`config.mk`:
```
export PLATFORM = sky130hd
export DESIGN_NAME = interrupt_unit_p
export DESIGN_NICKNAME = d
export VERILOG_FILES = /design/src/rtl/interrupt_unit_p.sv
export SDC_FILE = /design/constraint.sdc
export NUM_CORES = 1
export LEC_CHECK = 0
export ABC_AREA = 1
export CORE_MARGIN = 2
export CORE_UTILIZATION = 40
export DETAILED_ROUTE_END_ITERATION = 10
export PLACE_DENSITY = 0.83
export SETUP_SLACK_MARGIN = 0.02
export SKIP_LAST_GASP = 1
export SLEW_MARGIN = 40
export SYNTH_ARGS = -nofsm -noshare
export SYNTH_HDL_FRONTEND = slang
export SYNTH_SLANG_ARGS = --single-unit
```
`constraint.sdc`:
```
create_clock -name clk_i -period 2.55 [get_ports clk_i]
set_input_delay 0.51 -clock clk_i [delete_from_list [all_inputs] [get_ports clk_i]]
set_output_delay 0.51 -clock clk_i [all_outputs]
set_load 0.05 [all_outputs]
```
`src/rtl/interrupt_unit_p.sv`:
```
// Interrupt/exception unit beside commit: latches causes, masks and prioritises them, and saves/restores exception state.
// jisr and redirect are combinational in the commit cycle; SPR updates are visible next cycle; there is no backpressure.
module interrupt_unit_p #(
    parameter int                  XLEN        = 32,
    parameter int                  N_CAUSE     = 23,
    parameter int                  N_INTERNAL  = 7,
    parameter logic [N_CAUSE-1:0]  REPEAT_MASK = 'h3E,
    parameter logic [XLEN-1:0]     SISR        = '0
) (
    input  logic               clk_i,
    input  logic               rst_n_i,
    input  logic [N_CAUSE-1:0] ca_i,
    input  logic               commit_i,
    input  logic [XLEN-1:0]    pc_i,
    input  logic [XLEN-1:0]    next_pc_i,
    input  logic [XLEN-1:0]    ea_i,
    input  logic               eret_i,
    input  logic               spr_we_i,
    input  logic [2:0]         spr_a_i,
    input  logic [XLEN-1:0]    spr_wd_i,
    output logic [XLEN-1:0]    spr_rd_o,
    output logic [XLEN-1:0]    sr_o,
    output logic [XLEN-1:0]    esr_o,
    output logic [XLEN-1:0]    eca_o,
    output logic [XLEN-1:0]    epc_o,
    output logic [XLEN-1:0]    edata_o,
    output logic [XLEN-1:0]    pto_o,
    output logic [XLEN-1:0]    ptl_o,
    output logic               mode_o,
    output logic               jisr_o,
    output logic [4:0]         il_o,
    output logic               redirect_o,
    output logic [XLEN-1:0]    redirect_pc_o
);

    function automatic logic [N_CAUSE-1:0] int_mask_f();
        logic [N_CAUSE-1:0] m;
        m = '0;
        for (int i = 0; i < N_CAUSE; i++) begin
            m[i] = (i < N_INTERNAL);
        end
        return m;
    endfunction

    localparam logic [N_CAUSE-1:0] INT_MASK = int_mask_f();
    localparam logic [N_CAUSE-1:0] EXT_MASK = ~INT_MASK;

    localparam logic [2:0] SPR_SR    = 3'd0;
    localparam logic [2:0] SPR_ESR   = 3'd1;
    localparam logic [2:0] SPR_ECA   = 3'd2;
    localparam logic [2:0] SPR_EPC   = 3'd3;
    localparam logic [2:0] SPR_EDATA = 3'd4;
    localparam logic [2:0] SPR_PTO   = 3'd5;
    localparam logic [2:0] SPR_PTL   = 3'd6;
    localparam logic [2:0] SPR_MODE  = 3'd7;

    logic [XLEN-1:0]    sr_q, sr_d, esr_q, esr_d, eca_q, eca_d, epc_q, epc_d;
    logic [XLEN-1:0]    edata_q, edata_d, pto_q, pto_d, ptl_q, ptl_d;
    logic               mode_q, mode_d, emode_q, emode_d;
    logic [N_CAUSE-1:0] pend_q, pend_d;

    logic [N_CAUSE-1:0] eff;
    logic [N_CAUSE-1:0] sel_oh;
    logic [4:0]         il_sel;
    logic               take, do_eret, do_wr, is_repeat;

    // Internal causes bypass both the sticky latch and the SR mask.
    always_comb begin
        eff = (ca_i & INT_MASK) | ((pend_q | ca_i) & EXT_MASK & sr_q[N_CAUSE-1:0]);
    end

    always_comb begin
        il_sel = '0;
        sel_oh = '0;
        for (int i = N_CAUSE - 1; i >= 0; i--) begin
            if (eff[i]) begin
                il_sel = 5'(i);
                sel_oh = '0;
                sel_oh[i] = 1'b1;
            end
        end
    end

    assign take      = rst_n_i & commit_i & (|eff);
    assign do_eret   = rst_n_i & commit_i & eret_i & ~take & ~mode_q;
    assign do_wr     = rst_n_i & commit_i & spr_we_i & ~take & ~do_eret & ~mode_q;
    assign is_repeat = |(sel_oh & REPEAT_MASK);

    always_comb begin
        sr_d    = sr_q;
        esr_d   = esr_q;
        eca_d   = eca_q;
        epc_d   = epc_q;
        edata_d = edata_q;
        pto_d   = pto_q;
        ptl_d   = ptl_q;
        mode_d  = mode_q;
        emode_d = emode_q;
        pend_d  = (pend_q | ca_i) & EXT_MASK;
        if (take) begin
            esr_d   = sr_q;
            sr_d    = '0;
            eca_d   = XLEN'(eff);
            edata_d = ea_i;
            epc_d   = is_repeat ? pc_i : next_pc_i;
            emode_d = mode_q;
            mode_d  = 1'b0;
            // A cause raised and taken in the same cycle must not stay pending.
            pend_d  = pend_d & ~sel_oh;
        end else if (do_eret) begin
            sr_d   = esr_q;
            mode_d = emode_q;
        end else if (do_wr) begin
            case (spr_a_i)
                SPR_SR:    sr_d    = spr_wd_i;
                SPR_ESR:   esr_d   = spr_wd_i;
                SPR_ECA:   eca_d   = spr_wd_i;
                SPR_EPC:   epc_d   = spr_wd_i;
                SPR_EDATA: edata_d = spr_wd_i;
                SPR_PTO:   pto_d   = spr_wd_i;
                SPR_PTL:   ptl_d   = spr_wd_i;
                default:   mode_d  = spr_wd_i[0];
            endcase
        end
    end

    always_ff @(posedge clk_i) begin
        if (!rst_n_i) begin
            sr_q    <= '0;
            esr_q   <= '0;
            eca_q   <= '0;
            epc_q   <= '0;
            edata_q <= '0;
            pto_q   <= '0;
            ptl_q   <= '0;
            mode_q  <= 1'b0;
            emode_q <= 1'b0;
            pend_q  <= '0;
        end else begin
            sr_q    <= sr_d;
            esr_q   <= esr_d;
            eca_q   <= eca_d;
            epc_q   <= epc_d;
            edata_q <= edata_d;
            pto_q   <= pto_d;
            ptl_q   <= ptl_d;
            mode_q  <= mode_d;
            emode_q <= emode_d;
            pend_q  <= pend_d;
        end
    end

    always_comb begin
        spr_rd_o = '0;
        case (spr_a_i)
            SPR_SR:    spr_rd_o = sr_q;
            SPR_ESR:   spr_rd_o = esr_q;
            SPR_ECA:   spr_rd_o = eca_q;
            SPR_EPC:   spr_rd_o = epc_q;
            SPR_EDATA: spr_rd_o = edata_q;
            SPR_PTO:   spr_rd_o = pto_q;
            SPR_PTL:   spr_rd_o = ptl_q;
            SPR_MODE:  spr_rd_o = XLEN'(mode_q);
            default:   spr_rd_o = '0;
        endcase
    end

    assign sr_o          = sr_q;
    assign esr_o         = esr_q;
    assign eca_o         = eca_q;
    assign epc_o         = epc_q;
    assign edata_o       = edata_q;
    assign pto_o         = pto_q;
    assign ptl_o         = ptl_q;
    assign mode_o        = mode_q;
    assign jisr_o        = take;
    assign il_o          = il_sel;
    assign redirect_o    = take | (rst_n_i & commit_i & eret_i);
    assign redirect_pc_o = take ? SISR : epc_q;

endmodule

```
* Word-level counts from Yosys, hierarchy flattened *
Index checks and enable logic that the tools add are counted.

cells by class
  $add $sub $neg = 0
  multiply operators = 0
  divide/modulo/power cells = 0
  magnitude comparators = 0
  eq/ne operators = 9
  shift operators = 0
  muxes and demuxes = 72
  bitwise operators = 19
  reduce and logical (&&, ||, !) cells = 22

operators with widths
  cell                                                             number
  23-bit two-way mux                                               28
  32-bit two-way mux                                               17
  32-bit case mux with 8 select lines                              1
  5-bit two-way mux                                                23
  23-bit AND                                                       2
  23-bit NOT                                                       1
  23-bit bitwise OR                                                1
  7-bit by 23-bit bitwise OR with 23-bit output                    1
  23-bit OR reduction                                              1
  3-bit AND reduction                                              5
  2-bit nonzero test                                               7
  3-bit == test, second input constant                             4
  1-bit AND                                                        9
  4-bit AND reduction                                              2
  7-bit OR reduction                                               1
  3-bit by 2-bit == test with 1-bit output, second input constant  2
  2-bit AND reduction                                              3
  5-bit OR reduction                                               1
  1-bit NOT                                                        4
  3-bit by 1-bit == test with 1-bit output, second input constant  1
  3-bit zero test                                                  1
  1-bit two-way mux                                                3
  2-bit by 1-bit != test with 1-bit output, second input constant  1
  2-bit != test, second input constant                             1
  2 further kinds                                                  2

word-level totals
  bits in registers = 249
  bits in latches = 0
  RAM bits = 0
  memory bits (read-only) = 0
  output and inout bits = 296
  logic and storage cells = 134
  memories kept = 0

* Logic depth before layout (Yosys ltp) *
Gate-level depths: netlist of the first run.

  word-level depth = 29
  mapped depth = 16
  mapped depth without buffers = 15

* Least setup slack after synthesis of the first run *
No wires, ideal clock.

  kind = input -> output
  start = input ca_i[17]
  end = output redirect_pc_o[22]
  arrival = 2,896 ps
  data required time = 2,040 ps
  setup slack = -856 ps
  cell stages on the path = 10
  buffers on the path = 2
  cells stage by stage = or2_1 > a21oi_2 > nand2_1 > nor2_2 > nand2_2 > nand2_4 > inv_4 > buf_2 > buf_1 > nor2_1

on the way
  longest elaborated chain between the ends = 6

ends and longest elaborated chain
  what                                           RTL line  source
  start, declared                                12        input logic [N_CAUSE-1:0] ca_i,
  23-bit bitwise OR                              69        eff = (ca_i & INT_MASK) | ((pend_q | ca_i) & EXT_MASK & sr_q[N_CAUSE-1:0]);
  23-bit AND                                     69
  7-bit by 23-bit bitwise OR with 23-bit output  69
  23-bit OR reduction                            84        assign take = rst_n_i & commit_i & (|eff);
  1-bit AND                                      84
  via jisr_o                                     30        output logic jisr_o,
  32-bit two-way mux                             179       assign redirect_pc_o = take ? SISR : epc_q;
  end, declared                                  33        output logic [XLEN-1:0] redirect_pc_o

The timed path passes the listed nets, and every way through them passes these cells.

* Worst setup path in the final report of the first run *
  start = register pend_q[15]
  end = output redirect_pc_o[18]

on the way
  longest elaborated chain between the ends = 6

ends and longest elaborated chain
  what                                           RTL line  source
  start, declared                                60        logic [N_CAUSE-1:0] pend_q, pend_d;
  start signal, assigned                         149       pend_q <= pend_d;
  23-bit bitwise OR                              69
  23-bit AND                                     69
  7-bit by 23-bit bitwise OR with 23-bit output  69
  23-bit OR reduction                            84
  1-bit AND                                      84
  32-bit two-way mux                             179

No other way between the ends.

==> results of run 1 <==
## cell usage after synthesis (8+ instances only)
cell type | number | area share (%)
inv_1 | 190 | 6.0
a31oi_1 | 97 | 5.1
a221oi_1 | 38 | 2.8
nor2_1 | 178 | 5.6
buf_4 | 10 | 0.63
dfxtp_1 | 242 | 41
a22oi_1 | 19 | 1.2
nor3_1 | 35 | 1.5
nand3_1 | 27 | 1.1
o21ai_0 | 255 | 11
clkbuf_1 | 77 | 2.4
a21oi_1 | 95 | 4.0
o2111ai_1 | 19 | 1.4
o211ai_1 | 8 | 0.50
nand2_1 | 261 | 8.2
buf_2 | 22 | 0.92
o21ai_1 | 18 | 0.75
mux2_2 | 32 | 3.0
## timing repair
item,4_1_cts,5_1_grt
cloned,9,7
pin swaps,48,42
endpoints found under the setup margin,71,293
buffers inserted,41,35
gates resized for setup,153,130
hold buffers,0,0
## cells by family after synthesis
group / after synthesis / share of synthesized area (%)
muxes: 32 / 3.02
AOI/OAI and AO/OA: 565 / 27.4
buffers and inverters: 313 / 10.7
and+or+nand+nor: 523 / 18.3
DFF: 242 / 40.6
## worst register-to-register path, stage by stage, from the launching register on
cell and delay (ns):
dfxtp_1 0.33, nor2_1 0.17, nor2_2 0.06, nor2_2 0.14, nand2_2 0.09, nor3_4 0.22, nand2_2 0.10, nand2_4 0.10
buf_6 0.10, buf_6 0.10, buf_12 0.11, buf_12 0.15, nand2_8 0.10, nor2_8 0.13, nor2_4 0.05, buf_12 0.15
o21ai_0 0.27, nor2_1 0.07
## final cells by class
type / instances / area (µm²)
Timing Repair Buffer: 743 / 8280
Fill cell: 2005 / 7090
Multi-Input combinational cell: 1120 / 6910
Sequential cell: 242 / 4870
Clock buffer: 35 / 798
Inverter: 196 / 778
Tap cell: 390 / 488
Clock inverter: 17 / 255
Antenna cell: 2 / 5.00
## sequential cells by signal, indices dropped and copies added, names as in the netlist
signal   flops
edata_o     32
emode_q      1
eca_o       32
esr_o       32
ptl_o       32
sr_o        32
epc_o       32
pto_o       32
mode_o       1
pend_q      16
## layer usage
layer,part of all wire [%],wire (µm),track usage (%)
met1,37,24700,51.8
met5,0,0,0
met3,13,8580,9.26
met2,45,29700,60.7
met4,4.9,3250,14.9
## where the power goes
group / total [W] / leakage (nW) / internal (W) / switching, W
registers: 0.00412 / 1.99 / 0.00394 / 0.000177
logic: 0.00301 / 6.48 / 0.00125 / 0.00176
clock network: 0.00457 / 0.518 / 0.00283 / 0.00174
total: 0.0117 / 8.99 / 0.00802 / 0.00368
## metrics by stage
stage                     setup WS [ns]  hold slack (ns)
final                            -0.327            0.361
after global routing             -0.395            0.387
after CTS                        -0.254            0.391
after detailed placement         -0.466            0.451
after global placement           -0.467            0.441
after floorplan                 -0.0939            0.429
## worst max-delay path by stage
stage | slack, ns | depth (start not counted) | start | endpoint
2_1_floorplan | -0.09 | 13 | ca_i[9] | redirect_pc_o[22]
3_3_place_gp | -0.47 | 16 | ca_i[9] | eca_o[22]$_SDFFE_PN0P_
3_5_place_dp | -0.47 | 16 | ca_i[9] | eca_o[22]$_SDFFE_PN0P_
4_1_cts | -0.25 | 12 | pend_q[11]$_SDFF_PN0_ | redirect_pc_o[11]
5_1_grt | -0.39 | 12 | pend_q[15]$_SDFF_PN0_ | redirect_pc_o[18]
6_report | -0.33 | 12 | pend_q[15]$_SDFF_PN0_ | redirect_pc_o[18]
==> flow_summary_export.csv, run 1 <==
group,metric,value,unit
timing,final.setup.tns,-9.90,ns
floorplanning,die_w,177,µm
floorplanning,coreArea,29500,µm²
detailed_routing,drt_wl_total,66.2,mm
hold_path,min_to,"pend_q[12]$_SDFF_PN0_",
worst_setup_path,crit_type,"register to output port",
worst_setup_path,cp_cell_sequence,"nor2_1 -> nor2_2 -> nor2_2 -> nand2_2 -> nor3_4 -> nand2_2 -> nand2_4 -> inv_8 -> buf_16 -> buf_12 -> nor2_4 -> buf_12",
detailed_routing,post-route-drc-count,0,
timing,finalCriticalPeriod,2.88,ns
logic_synthesis,ys_seq_elements,242,
final_layout,final_cell_mix,"clkdlybuf4s50_1 (359), o21ai_0 (243), nand2_1 (239)",
logic_synthesis,async_flop_share,0,%
detailed_routing,viasPerCell,5.89,
worst_setup_path,slowest_stage,"dfxtp_1",
timing,fin_ws,-0.327,ns
floorplanning,fp-row-count,63,
final_layout,final_util,75.9,%
worst_setup_path,cp.required,2.04,ns
job,cap_viol_max_count,0,
worst_setup_path,cp_max_fo,8,
timing,rsz0062_at_grt,"yes",
timing,finalCritPeriodShare,113,%
timing,hold_violations,0,
cts,clkLatencyLatePin,0.55,ns
place,gp_congestion,0.981,
timing,worst_slew_pin_slew,0.786,ns
worst_setup_path,crit_path_end_kind,"output port",
detailed_routing,wire_per_inst,24.1,µm
grt,grt_pass1_vias,14779,
cts,clk_pin_slew_worst_paths,0.06,ns
grt,grt_max_degree,192,
cts,clock_sinks,242,
final_layout,layout.cells.non_filler,2745,
worst_setup_path,cp.arrival,2.37,ns
logic_synthesis,synth_cell_types,43,
final_layout,final_nets,2490,
worst_setup_path,critPathBufInv,4,
pwr,power.density,522,nW/µm²
logic_synthesis,synth_edf_count,0,
cts,htreeDepth,1,
worst_setup_path,r2r-start,"pend_q[15]$_SDFF_PN0_",
detailed_routing,vias,16176,
logic_synthesis,synth_area,11900,µm²
place,place_inst,2609,
pwr,irDropWorstVdd,0.497,mV
pwr,p_leak,8.99,nW
timing,drv_slew,0,
final_layout,final_common_cell,"clkdlybuf4s50_1",
timing,fmax,0.348,GHz
logic_synthesis,avgSynthCellArea,7.13,µm²
worst_setup_path,reg2regPathDepth,17,
worst_setup_path,r2r_end,"eca_o[17]$_SDFFE_PN0P_",
worst_setup_path,critPathLaunchType,"register",
floorplanning,ioPinCount,455,
logic_synthesis,ys_dominant_reg_cell,"dfxtp_1",
cts,cts_buffer_depth,3,
place,post_dp_cell_area,19400,µm²
hold_path,hp-class,"primary input to register",
place,portBuffers,454,
logic_synthesis,postSynthNetCount,1834,
timing,slew_headroom,47.6,%
detailed_routing,drtAntennaViolNets,0,
logic_synthesis,yosys_warnings,0,
cts,cts_buffers,28,
worst_setup_path,cpPeakStageDelay,0.33,ns
place,post-dp-hpwl,45.0,mm
run_status,outcome,"finished with violations",
timing,finalSetupViolations,45,
logic_synthesis,synthCells,1675,
final_layout,drive_gt1_share,28.5,%
hold_path,min_path_cells,3,
final_layout,area_growth,87.6,%
worst_setup_path,path_delay_family,"simple AND/OR/NAND/NOR gates",
detailed_routing,dr.pass1.iters,7,
grt,grt_pass1_wl,92.1,mm
logic_synthesis,ys_seq_area_share,40.6,%
hold_path,min_from,"ca_i[12]",
floorplanning,start_util,40.5,%
pwr,p_total,0.0117,W
detailed_routing,drt_iter0_markers,2193,
timing,fin_skew,0.0153,ns
cts,cts_tree,"done",
floorplanning,fp.dieH,177,µm
grt,antenna_found_initial,1,
floorplanning,die-area,31200,µm²
grt,grt_util_all_layers,38.8,%
run_status,violations,"setup timing",
final_layout,fin_area,22400,µm²
worst_setup_path,rrSetupSlack,-0.02,ns
grt,grt.overflow.total,0,
cts,root_buffer,"clkbuf_16",
Note: power is estimated with default switching activity, not from simulation.
==> inputs of run 2 (changes only) <==
- clock period: 2.55 -> 2.47 ns (I/O delays scaled with it)
==> run 2 against run 1 <==
The run still ends with setup timing left. Worst hold slack better by 0.052 ns. Routed wire length rose by 6.4%. Clock power is 14% lower. Clock skew up 0.014 ns. Critical path depth down 1. Critical path type unchanged. Critical endpoint is now redirect_pc_o[1]. Core utilization increased by 1.7 points. Sequential cell count is the same. Sequential share of layout area decreased by 0.51 points. Clock-buffer cell count increased by 1.
==> flow_summary_export.csv, run 2 (same netlist as run 1, synthesis figures left out) <==
group,metric,value,unit
run_status,outcome,"finished with violations",
run_status,violations,"setup timing",
cts,cts_buffers,27,
timing,fmax,0.353,GHz
timing,drv_slew,0,
place,pre_cts_slack,-0.588,ns
detailed_routing,drt_wl_total,70.5,mm
grt,grt_pass1_wl,92.2,mm
worst_setup_path,cp.arrival,2.34,ns
timing,worst_slew_pin_slew,0.880,ns
worst_setup_path,critPathLaunchType,"register",
final_layout,fin_area,22900,µm²
job,cap_viol_max_count,0,
place,post_dp_cell_area,19500,µm²
cts,cts_tree,"done",
worst_setup_path,crit_type,"register to output port",
place,portBuffers,454,
final_layout,final_cell_mix,"clkdlybuf4s50_1 (355), buf_4 (229), dfxtp_1 (227)",
final_layout,area_growth,91.8,%
worst_setup_path,crit_path_end_kind,"output port",
timing,fin_ws,-0.361,ns
final_layout,final_nets,2534,
detailed_routing,drt_iter0_markers,2456,
pwr,irDropWorstVdd,0.503,mV
cts,clock_sinks,242,
final_layout,final_util,77.6,%
floorplanning,die-area,31200,µm²
pwr,power.density,497,nW/µm²
detailed_routing,post-route-drc-count,0,
detailed_routing,dr.pass1.iters,9,
detailed_routing,viasPerCell,6.05,
timing,final.setup.tns,-21.21,ns
grt,grt_util_all_layers,38.8,%
final_layout,final_common_cell,"clkdlybuf4s50_1",
floorplanning,fp-row-count,63,
grt,grt.overflow.total,0,
hold_path,hp-class,"primary input to register",
floorplanning,start_util,40.5,%
cts,htreeDepth,1,
grt,grt_pass1_vias,14950,
cts,clkLatencyLatePin,0.56,ns
cts,root_buffer,"clkbuf_16",
floorplanning,ioPinCount,455,
timing,finalCritPeriodShare,115,%
grt,grt_max_degree,191,
worst_setup_path,cp.required,1.98,ns
worst_setup_path,cp_max_fo,5,
timing,fin_skew,0.0297,ns
cts,clk_pin_slew_worst_paths,0.06,ns
place,post-dp-hpwl,45.4,mm
pwr,p_leak,9.21,nW
place,gp_congestion,0.972,
timing,finalHoldWorstSlack,0.413,ns
timing,slew_headroom,41.3,%
detailed_routing,vias,16864,
detailed_routing,wire_per_inst,25.3,µm
grt,antenna_found_initial,3,
floorplanning,coreArea,29500,µm²
final_layout,drive_gt1_share,30.6,%
timing,finalCriticalPeriod,2.83,ns
timing,finalSetupViolations,134,
timing,rsz0062_at_grt,"yes",
floorplanning,fp.dieH,177,µm
detailed_routing,drtAntennaViolNets,0,
floorplanning,die_w,177,µm
cts,cts_buffer_depth,3,
timing,hold_violations,0,
-- run 2: cell types whose count changed in the layout (fill, tap and decap cells not counted), sizes merged, moves of 2 or more --
cell	before	now
buf	350	389
clkbuf	48	54
bufinv	6	1
clkdlybuf4s50	359	355
dlygate4sd2	18	21
dlymetal6s2s	1	3
-- run 2: final timing paths --
kind                            slack (ns)                      to  depth (start not counted)                    from
worst min register to register        0.47  eca_o[30]$_SDFFE_PP0P_                          2  eca_o[30]$_SDFFE_PP0P_
worst min-delay path                  0.41   pend_q[22]$_SDFF_PN0_                          3                ca_i[22]
worst max-delay path                 -0.36        redirect_pc_o[1]                         11   pend_q[17]$_SDFF_PN0_
worst max register to register       -0.18   ptl_o[8]$_SDFFE_PN0P_                         16   pend_q[17]$_SDFF_PN0_
-- run 2: area by class of cell --
type | instances | area, µm²
Tap cell | 390 | 488
Antenna cell | 3 | 7.51
Clock buffer | 36 | 739
Fill cell | 1969 | 6590
Sequential cell | 242 | 4870
Inverter | 196 | 773
Clock inverter | 11 | 90.1
Multi-Input combinational cell | 1121 | 7070
Timing Repair Buffer | 787 | 8850
-- run 2: report_power, final --
group	internal, W	switching, W
Combinational	0.00132	0.00188
Sequential	0.00407	0.000185
Clock	0.00220	0.00172
Total	0.00759	0.00379
-- run 2: repair_timing --
action                     CTS  global route
setup endpoints to repair   71           208
buffers inserted            64            31
resized for setup          163           212
pin swaps                   54            50
cloned                       6            22
hold buffers                 0             0
-- run 2: stage by stage --
stage	total power [W]	cells
after CTS	0.0111	2734
final	0.0114	2786
after floorplan	0.00570	1675
after detailed placement	0.00709	2621
after global placement	0.00706	2621
after global routing	0.0116	2784
-- run 2: per-layer routing --
layer / global-route usage, % / part of all wire, %
met5: 0 / 0.020
met3: 7.58 / 12
met4: 15.3 / 6.2
met1: 52.5 / 37
met2: 60.9 / 44
-- run 2: critical path: stages, from the launching register on --
cell and delay [ns]:
dfxtp_1 0.29, or2_4 0.25, a21oi_4 0.21, nand2_2 0.12, nor2_4 0.12, nand2_2 0.08, nand2_4 0.12, inv_12 0.06
buf_12 0.14, buf_12 0.14, nor2_4 0.13, buf_12 0.14
